### src/rtl/exp_scale_mult_if.sv
// Operand/result handshake bundle for the e^x scale multiplier.
// The master drives the operands and out_ready; the slave returns in_ready and the result.
interface exp_scale_mult_if #(
  parameter int WIDTH = 12
);
  logic             in_valid;
  logic             in_ready;
  logic [WIDTH-1:0] exp_scale;
  logic [WIDTH-1:0] exp_frac;
  logic             out_valid;
  logic             out_ready;
  logic [WIDTH-1:0] exp_out;
  logic             sat;

  modport master (
    output in_valid, exp_scale, exp_frac, out_ready,
    input  in_ready, out_valid, exp_out, sat
  );

  modport slave (
    input  in_valid, exp_scale, exp_frac, out_ready,
    output in_ready, out_valid, exp_out, sat
  );
endinterface

### src/rtl/exp_scale_mult.sv
// e^x = e^int * e^frac via shift-add multiply, round half-up, saturate; result WIDTH cycles after accept.
// Accepts only in IDLE; holds the result stable in DONE until out_ready, so one op per WIDTH+2 cycles.
module exp_scale_mult #(
  parameter int               WIDTH   = 12,
  parameter int               FRAC    = 8,
  parameter logic [WIDTH-1:0] SAT_MAX = 12'h7FF
) (
  input  logic              clk,
  input  logic              rst_n,
  exp_scale_mult_if.slave   bus
);
  localparam int AW = 2 * WIDTH;
  localparam int CW = $clog2(WIDTH);
  localparam logic [CW-1:0] LAST_CNT = CW'(WIDTH - 1);
  localparam logic [AW:0]   HALF_LSB = (AW+1)'(1) << (FRAC - 1);

  typedef enum logic [1:0] {
    S_IDLE = 2'd0,
    S_CALC = 2'd1,
    S_DONE = 2'd2
  } state_t;

  state_t           r_state;
  logic [AW-1:0]    r_acc;
  logic [AW-1:0]    r_mcand;
  logic [WIDTH-1:0] r_mplier;
  logic [CW-1:0]    r_cnt;
  logic             r_out_valid;
  logic [WIDTH-1:0] r_exp_out;
  logic             r_sat;

  logic [AW-1:0]    w_acc_nxt;
  logic [AW:0]      w_rnd;
  logic             w_sat;

  // Finalize uses the accumulator including the last iteration's partial product.
  assign w_acc_nxt = r_acc + (r_mplier[0] ? r_mcand : '0);
  assign w_rnd     = ({1'b0, w_acc_nxt} + HALF_LSB) >> FRAC;
  assign w_sat     = (w_rnd > (AW+1)'(SAT_MAX));

  always_ff @(posedge clk or negedge rst_n) begin
    if (!rst_n) begin
      r_state     <= S_IDLE;
      r_acc       <= '0;
      r_mcand     <= '0;
      r_mplier    <= '0;
      r_cnt       <= '0;
      r_out_valid <= 1'b0;
      r_exp_out   <= '0;
      r_sat       <= 1'b0;
    end else begin
      case (r_state)
        S_IDLE: begin
          if (bus.in_valid) begin
            r_mcand  <= {{WIDTH{1'b0}}, bus.exp_scale};
            r_mplier <= bus.exp_frac;
            r_acc    <= '0;
            r_cnt    <= '0;
            r_state  <= S_CALC;
          end
        end
        S_CALC: begin
          r_acc    <= w_acc_nxt;
          r_mcand  <= r_mcand << 1;
          r_mplier <= r_mplier >> 1;
          r_cnt    <= r_cnt + CW'(1);
          if (r_cnt == LAST_CNT) begin
            r_state     <= S_DONE;
            r_out_valid <= 1'b1;
            r_exp_out   <= w_sat ? SAT_MAX : w_rnd[WIDTH-1:0];
            r_sat       <= w_sat;
          end
        end
        S_DONE: begin
          if (bus.out_ready) begin
            r_state     <= S_IDLE;
            r_out_valid <= 1'b0;
          end
        end
        default: r_state <= S_IDLE;
      endcase
    end
  end

  assign bus.in_ready  = (r_state == S_IDLE);
  assign bus.out_valid = r_out_valid;
  assign bus.exp_out   = r_exp_out;
  assign bus.sat       = r_sat;
endmodule

### src/flat_wrapper.sv
// flat-port wrapper written by rule: the top's interface ports become plain ports
module exp_scale_mult_flat 
#(
  parameter int               WIDTH   = 12,
  parameter int               FRAC    = 8,
  parameter logic [WIDTH-1:0] SAT_MAX = 12'h7FF
)
  (clk, rst_n, bus_in_valid, bus_exp_scale, bus_exp_frac, bus_out_ready, bus_in_ready, bus_out_valid, bus_exp_out, bus_sat);
  exp_scale_mult_if #(.WIDTH(WIDTH)) bus_i ();
  input  logic clk;
  input  logic rst_n;
  input wire logic [$bits(bus_i.in_valid)-1:0] bus_in_valid;
  input wire logic [$bits(bus_i.exp_scale)-1:0] bus_exp_scale;
  input wire logic [$bits(bus_i.exp_frac)-1:0] bus_exp_frac;
  input wire logic [$bits(bus_i.out_ready)-1:0] bus_out_ready;
  output wire logic [$bits(bus_i.in_ready)-1:0] bus_in_ready;
  output wire logic [$bits(bus_i.out_valid)-1:0] bus_out_valid;
  output wire logic [$bits(bus_i.exp_out)-1:0] bus_exp_out;
  output wire logic [$bits(bus_i.sat)-1:0] bus_sat;
  assign bus_i.in_valid = bus_in_valid;
  assign bus_i.exp_scale = bus_exp_scale;
  assign bus_i.exp_frac = bus_exp_frac;
  assign bus_i.out_ready = bus_out_ready;
  assign bus_in_ready = bus_i.in_ready;
  assign bus_out_valid = bus_i.out_valid;
  assign bus_exp_out = bus_i.exp_out;
  assign bus_sat = bus_i.sat;
  exp_scale_mult #(.WIDTH(WIDTH), .FRAC(FRAC), .SAT_MAX(SAT_MAX)) u_core (.clk(clk), .rst_n(rst_n), .bus(bus_i));
endmodule
### config.mk
export PLATFORM = sky130hd
export DESIGN_NAME = exp_scale_mult_flat
export DESIGN_NICKNAME = d
export VERILOG_FILES = /design/src/rtl/exp_scale_mult_if.sv /design/src/rtl/exp_scale_mult.sv /design/src/flat_wrapper.sv
export SDC_FILE = /design/constraint.sdc
export NUM_CORES = 1
export LEC_CHECK = 0
export ABC_AREA = 1
export BUFFER_PORTS_ARGS = -buffer_cell sky130_fd_sc_hd__buf_2
export CAP_MARGIN = 20
export CORE_MARGIN = 3
export CORE_UTILIZATION = 29
export CTS_CLUSTER_SIZE = 30
export DETAILED_ROUTE_END_ITERATION = 6
export PLACE_DENSITY = 0.57
export SLEW_MARGIN = 20
export SYNTH_ARGS = -nofsm -noshare
export SYNTH_HDL_FRONTEND = slang
export SYNTH_SLANG_ARGS = --single-unit
### constraint.sdc
create_clock -name clk -period 3.4 [get_ports clk]
set_input_delay 0.68 -clock clk [delete_from_list [all_inputs] [get_ports clk]]
set_output_delay 0.68 -clock clk [all_outputs]
set_load 0.1 [all_outputs]
== Word level (Yosys, flattened, before mapping) ==
Cells that the tools add are included.

* Input bits: 28
* Bits in registers: 80

* Eq/ne operators: 6
* Add/subtract/negate cells: 3
* Order comparisons: 1
* Muxes and demuxes: 17
* Reduce and logical (&&, ||, !) cells: 7

{| class="wikitable"
|+ Operators with widths
! operator !! number
|-
| one-hot mux 24 bit (2 select lines) || 2
|-
| 2-to-1 mux 24 bit || 3
|-
| adder 24 x 8 -> 25 bit, second input constant || 1
|-
| adder 24 bit || 1
|-
| 2-to-1 mux 12 bit || 2
|-
| one-hot mux 12 bit (2 select lines) || 1
|-
| greater-than comparator 17 x 11 -> 1 bit, second input constant || 1
|-
| one-hot mux 4 bit (2 select lines) || 1
|-
| 2-to-1 mux 2 bit || 3
|-
| one-hot mux 2 bit (3 select lines) || 1
|-
| AND reduction 3 bit || 2
|-
| adder 4 x 1 -> 4 bit, second input constant || 1
|-
| == test 4 bit, second input constant || 1
|-
| 2-to-1 mux 4 bit || 1
|-
| != test 2 bit, second input constant || 2
|-
| AND reduction 2 bit || 2
|-
| nonzero test 2 bit || 2
|-
| == test 2 x 1 -> 1 bit, second input constant || 1
|-
| == test 2 bit, second input constant || 1
|-
| logical NOT 2 bit || 1
|-
| 2-to-1 mux 1 bit || 2
|-
| != test 2 x 1 -> 1 bit, second input constant || 1
|-
| one-hot mux 1 bit (2 select lines) || 1
|}

== Depth between registers and ports, before layout ==
* Depth in word-level cells: 5
* Mapped depth: 24

== Worst setup path before layout ==
No wires, ideal clock.

* Kind: register -> register
* From: reg u_core.r_mplier[0]
* To: reg u_core.r_exp_out[10] (netlist: u_core.bus.exp_out[10])
* Data arrival time: 2.905 ns
* Slack: 0.430 ns
* Required time: 3.335 ns
* Cell stages (with the launch flop): 25
* Cells stage by stage: dfrtp_1 > clkbuf_1 > clkbuf_1 > nand2_1 > inv_1 > ha_1 > fa_1 > nand2_1 > nand2_1 > nand3_1 > nand2_1 > nand2_1 > nand2_1 > inv_1 > ha_1 > nand2_1 > nor2_4 > nand3_1 > nor2_1 > nor2_1 > nand2_1 > nand2_1 > nand2_2 > nand2_4 > nand2_1

* Longest elaborated chain between the ends: 5

{| class="wikitable"
|+ RTL lines
! item !! RTL line !! source
|-
| from (decl) || exp_scale_mult.sv:26 || <nowiki>logic [WIDTH-1:0] r_mplier;</nowiki>
|-
| from (signal assigned) || exp_scale_mult.sv:56 || <nowiki>r_mplier <= bus.exp_frac;</nowiki>
|-
| from (signal assigned) || exp_scale_mult.sv:65 || <nowiki>r_mplier <= r_mplier >> 1;</nowiki>
|-
| 2-to-1 mux 24 bit * || exp_scale_mult.sv:37 || <nowiki>assign w_acc_nxt = r_acc + (r_mplier[0] ? r_mcand : '0);</nowiki>
|-
| adder 24 bit * || exp_scale_mult.sv:37 ||
|-
| adder 24 x 8 -> 25 bit * || exp_scale_mult.sv:38 || <nowiki>assign w_rnd = ({1'b0, w_acc_nxt} + HALF_LSB) >> FRAC;</nowiki>
|-
| greater-than comparator 17 x 11 -> 1 bit || exp_scale_mult.sv:39 || <nowiki>assign w_sat = (w_rnd > (AW+1)'(SAT_MAX));</nowiki>
|-
| 2-to-1 mux 12 bit * || exp_scale_mult.sv:70 || <nowiki>r_exp_out <= w_sat ? SAT_MAX : w_rnd[WIDTH-1:0];</nowiki>
|-
| to (signal assigned) || exp_scale_mult.sv:70 ||
|-
| to (decl) || exp_scale_mult.sv:29 || <nowiki>logic [WIDTH-1:0] r_exp_out;</nowiki>
|}

Every way passes the cells marked *; elsewhere a longest branch is shown, timed or not.
A chain may end at the register's enable or synchronous reset.

== Final worst setup path ==
Ends and elaborated chain as after synthesis.

==> flow_summary_export.csv <==
group,metric,value,unit
cts,clock_latency,0.36,ns
yosys,syn_nets,828,
flow_run,drv_cap,0,
layout,final_util,0.342,
sta,slew_violations,0,
cts,root_buffer,"clkbuf_16",
floorplan,die_area,0.0203,mm^2
detailed_routing,first_pass_iters,4,
power_and_ir_drop,power_frac_comb,0.611,
placed_design,placed_cells_incl_taps,1031,
grt,track_usage,0.148,
cts,cts_tree,"done",
layout,final_cell_area,0.00618,mm^2
worst_hold_path,hold_path.class,"input pin to async pin",
power_and_ir_drop,worst_ir_drop_vdd,430,uV
grt,grt_pass1_wl,23900,um
sta,hold_slack,0.384,ns
detailed_routing,ant_nets,0,
layout,final_layout_size_suffix_gt1_frac,0.127,
layout,layout.cells.non_filler,1048,
placed_design,dp_hpwl,10400,um
floorplan,start_util,0.298,
yosys,ys_types,38,
power_and_ir_drop,p_sw_frac,0.536,
sta,rsz0062_at_grt,"false",
power_and_ir_drop,switching_power,3740,uW
outcome,status,"finished, final reports clean",
detailed_routing,vias_per_cell,4.63,
sta,hold_violations,0,
yosys,syn_area_per_cell,6.96,um^2
sta,tightest_slew,0.757,ns
placed_design,routabilityCongestion,0.852,
layout,final_cell_mix,"nand2_1, inv_1, dfrtp_1",
floorplan,die_h,142,um
cts,h-tree-depth,3,
detailed_routing,wl_met2,6190,um
yosys,synth-seq-cells,80,
power_and_ir_drop,seqPwrFrac,0.239,
power_and_ir_drop,p_int,3250,uW
yosys,synth_top_area_frac,0.371,
setup_path,cp_max_fo,18,
detailed_routing,routed-wl-met3,746,um
sta,period_share,0.900,
placed_design,port_buffers,42,
sta,fin_skew,0.0120,ns
sta,finalSetupTns,0,ns
layout,area_growth,14.7,%
cts,cts_max_path_buffers,2,
floorplan,rows,49,
power_and_ir_drop,power_frac_clock,0.150,
setup_path,start_kind,"register",
cts,cts_num_sinks,80,
sta,period_minus_slack,3.06,ns
setup_path,crit_path_end_kind,"register",
power_and_ir_drop,power.density,1130,mW/mm^2
placed_design,dpl_cell_area,0.00585,mm^2
floorplan,pin_count,43,
yosys,synth_seq_area_share,0.371,
cts,cts_hold_buffers,0,
cts,clk_pin_slew,0.07,ns
setup_path,path_class,"register to register",
grt,antenna_found_initial,0,
sta,slew_headroom,0.495,
layout,final_common_cell,"nand2_1",
yosys,yosys_warnings,0,
floorplan,core,0.0181,mm^2
yosys,synth_top_area_cell,"dfrtp_1",
setup_path,worstPathArrival,3.30,ns
cts,cts-buffers-inserted,9,
grt,grt_max_degree,81,
floorplan,die_w,142,um
detailed_routing,drcViolationCount,0,
yosys,synth_cells,774,
grt,overflow,0,
sta,fmaxAchievable,327,MHz
sta,setup_viol,0,
detailed_routing,drt_iter0_drc,273,
grt,grt_pass1_vias,4968,
detailed_routing,wl_met1,6970,um
detailed_routing,vias,4856,
layout,nets,867,
detailed_routing,routedWlPerCell,13.4,um
yosys,syn_area,0.00539,mm^2
yosys,netlist_top_cells_area,"dfrtp_1, nand2_1, inv_1, ha_1, nand3_1",
power_and_ir_drop,leakage,0.00333,uW
detailed_routing,finalWirelength,14100,um
setup_path,worstPathRequired,3.64,ns
detailed_routing,top_layer_used,"met4",
metrics by stage:
step,power [uW],setup WS (ns)
2_1_floorplan,4930,0.430
3_3_place_gp,5910,0.267
3_5_place_dp,5930,0.238
4_1_cts,7010,0.215
5_1_grt,7660,0.0314
6_report,6990,0.341
kinds of logic (layout without fill, tap and decap cells):
family,count (synthesis),after routing,synth area share
mux,1,1,0.00186
xor+xnor,11,11,0.0179
buf+inv,151,195,0.107
flops,80,80,0.371
fa+ha+maj,26,26,0.0618
other cells,0,1,0
simple gates,399,399,0.318
compound gates,106,106,0.122
flip-flops by register name, indices dropped and copies added (netlist names):
register and cells:
u_core.r_state 2, u_core.r_cnt 4, u_core.bus.sat 1, u_core.r_mplier 12, u_core.r_mcand 24, u_core.r_acc 24
u_core.bus.out_valid 1, u_core.bus.exp_out 12
timing repair:
item | CTS | global route
setup endpoints to repair | 0 | 12
buffers inserted | 0 | 0
resized for setup | 0 | 6
power by group through the flow:
stage	registers, uW	clock network, uW	logic, uW
floorplan	2130	0	2800
global placement	1680	0	4230
detailed placement	1680	0	4250
CTS	1670	1080	4270
global route	1730	1110	4820
finish	1670	1050	4270
final cells by class:
cell class	count	area, um^2
Clock buffer	9	225
Timing Repair Buffer	49	269
Antenna cell	1	2.50
Tap cell	229	287
Sequential cell	80	2000
Inverter	130	488
Clock inverter	7	85.1
Multi-Input combinational cell	543	2820
Fill cell	1924	11900
final timing paths:
| check | from | depth (start not counted) | slack, ns | endpoint |
|---|---|---|---|---|
| hold / removal | rst_n | 1 | 0.38 | u_core.r_acc[21] |
| min in group clk | u_core.r_cnt[3] | 1 | 0.47 | u_core.r_cnt[3] |
| hold reg to reg | u_core.r_cnt[3] | 1 | 0.47 | u_core.r_cnt[3] |
| setup reg to reg | u_core.r_mplier[0] | 20 | 0.34 | u_core.bus.exp_out[10] |
| max in group asynchronous | rst_n | 1 | 2.48 | u_core.r_mplier[0] |
| setup / recovery | u_core.r_mplier[0] | 20 | 0.34 | u_core.bus.exp_out[10] |
synthesized netlist by cell type:
master and n:
nand2_1 242, inv_1 129, dfrtp_1 80, nand3_1 61
nor2_1 50, o21ai_0 37, ha_1 25, a21oi_1 21
clkbuf_1 19, nand2_2 15, o22ai_1 15, o221ai_1 11
xor2_1 8, nor2_2 7, nor3_1 7, a22o_1 6
nand4_1 6, o211ai_1 5, a21oi_2 3, nand3b_1 3
xnor2_1 3, a21o_1 2, a22oi_1 2, nor2_4 2
or2_2 2, a31oi_1 1, buf_1 1, clkbuf_8 1
clkinv_1 1, fa_1 1, mux2i_1 1, nand2_4 1
nand3_2 1, nand4_2 1, nor3_2 1, o211a_1 1
o21bai_1 1, o31ai_1 1
metal layers:
layer,vias to the layer above,global-route usage
met5,-,0
li1,2547,-
met4,0,0.0425
met1,2203,0.205
met3,11,0.0289
met2,95,0.235
critical path: stages (launching register included):
cell and delay [ns]:
dfrtp_2 0.45, buf_4 0.21, nand2_1 0.09, inv_1 0.05
ha_1 0.36, nand2_1 0.13, nor2_2 0.19, inv_1 0.07
nor2_1 0.11, nand2_2 0.09, nand2_2 0.10, nand2_1 0.05
nand2_1 0.07, xor2_1 0.21, nand2_1 0.10, nor2_2 0.15
nand2_1 0.08, nor2_2 0.16, nand2_2 0.08, nand2_4 0.12
nand2_1 0.07
No activity file was read; power rests on OpenSTA's default activity.
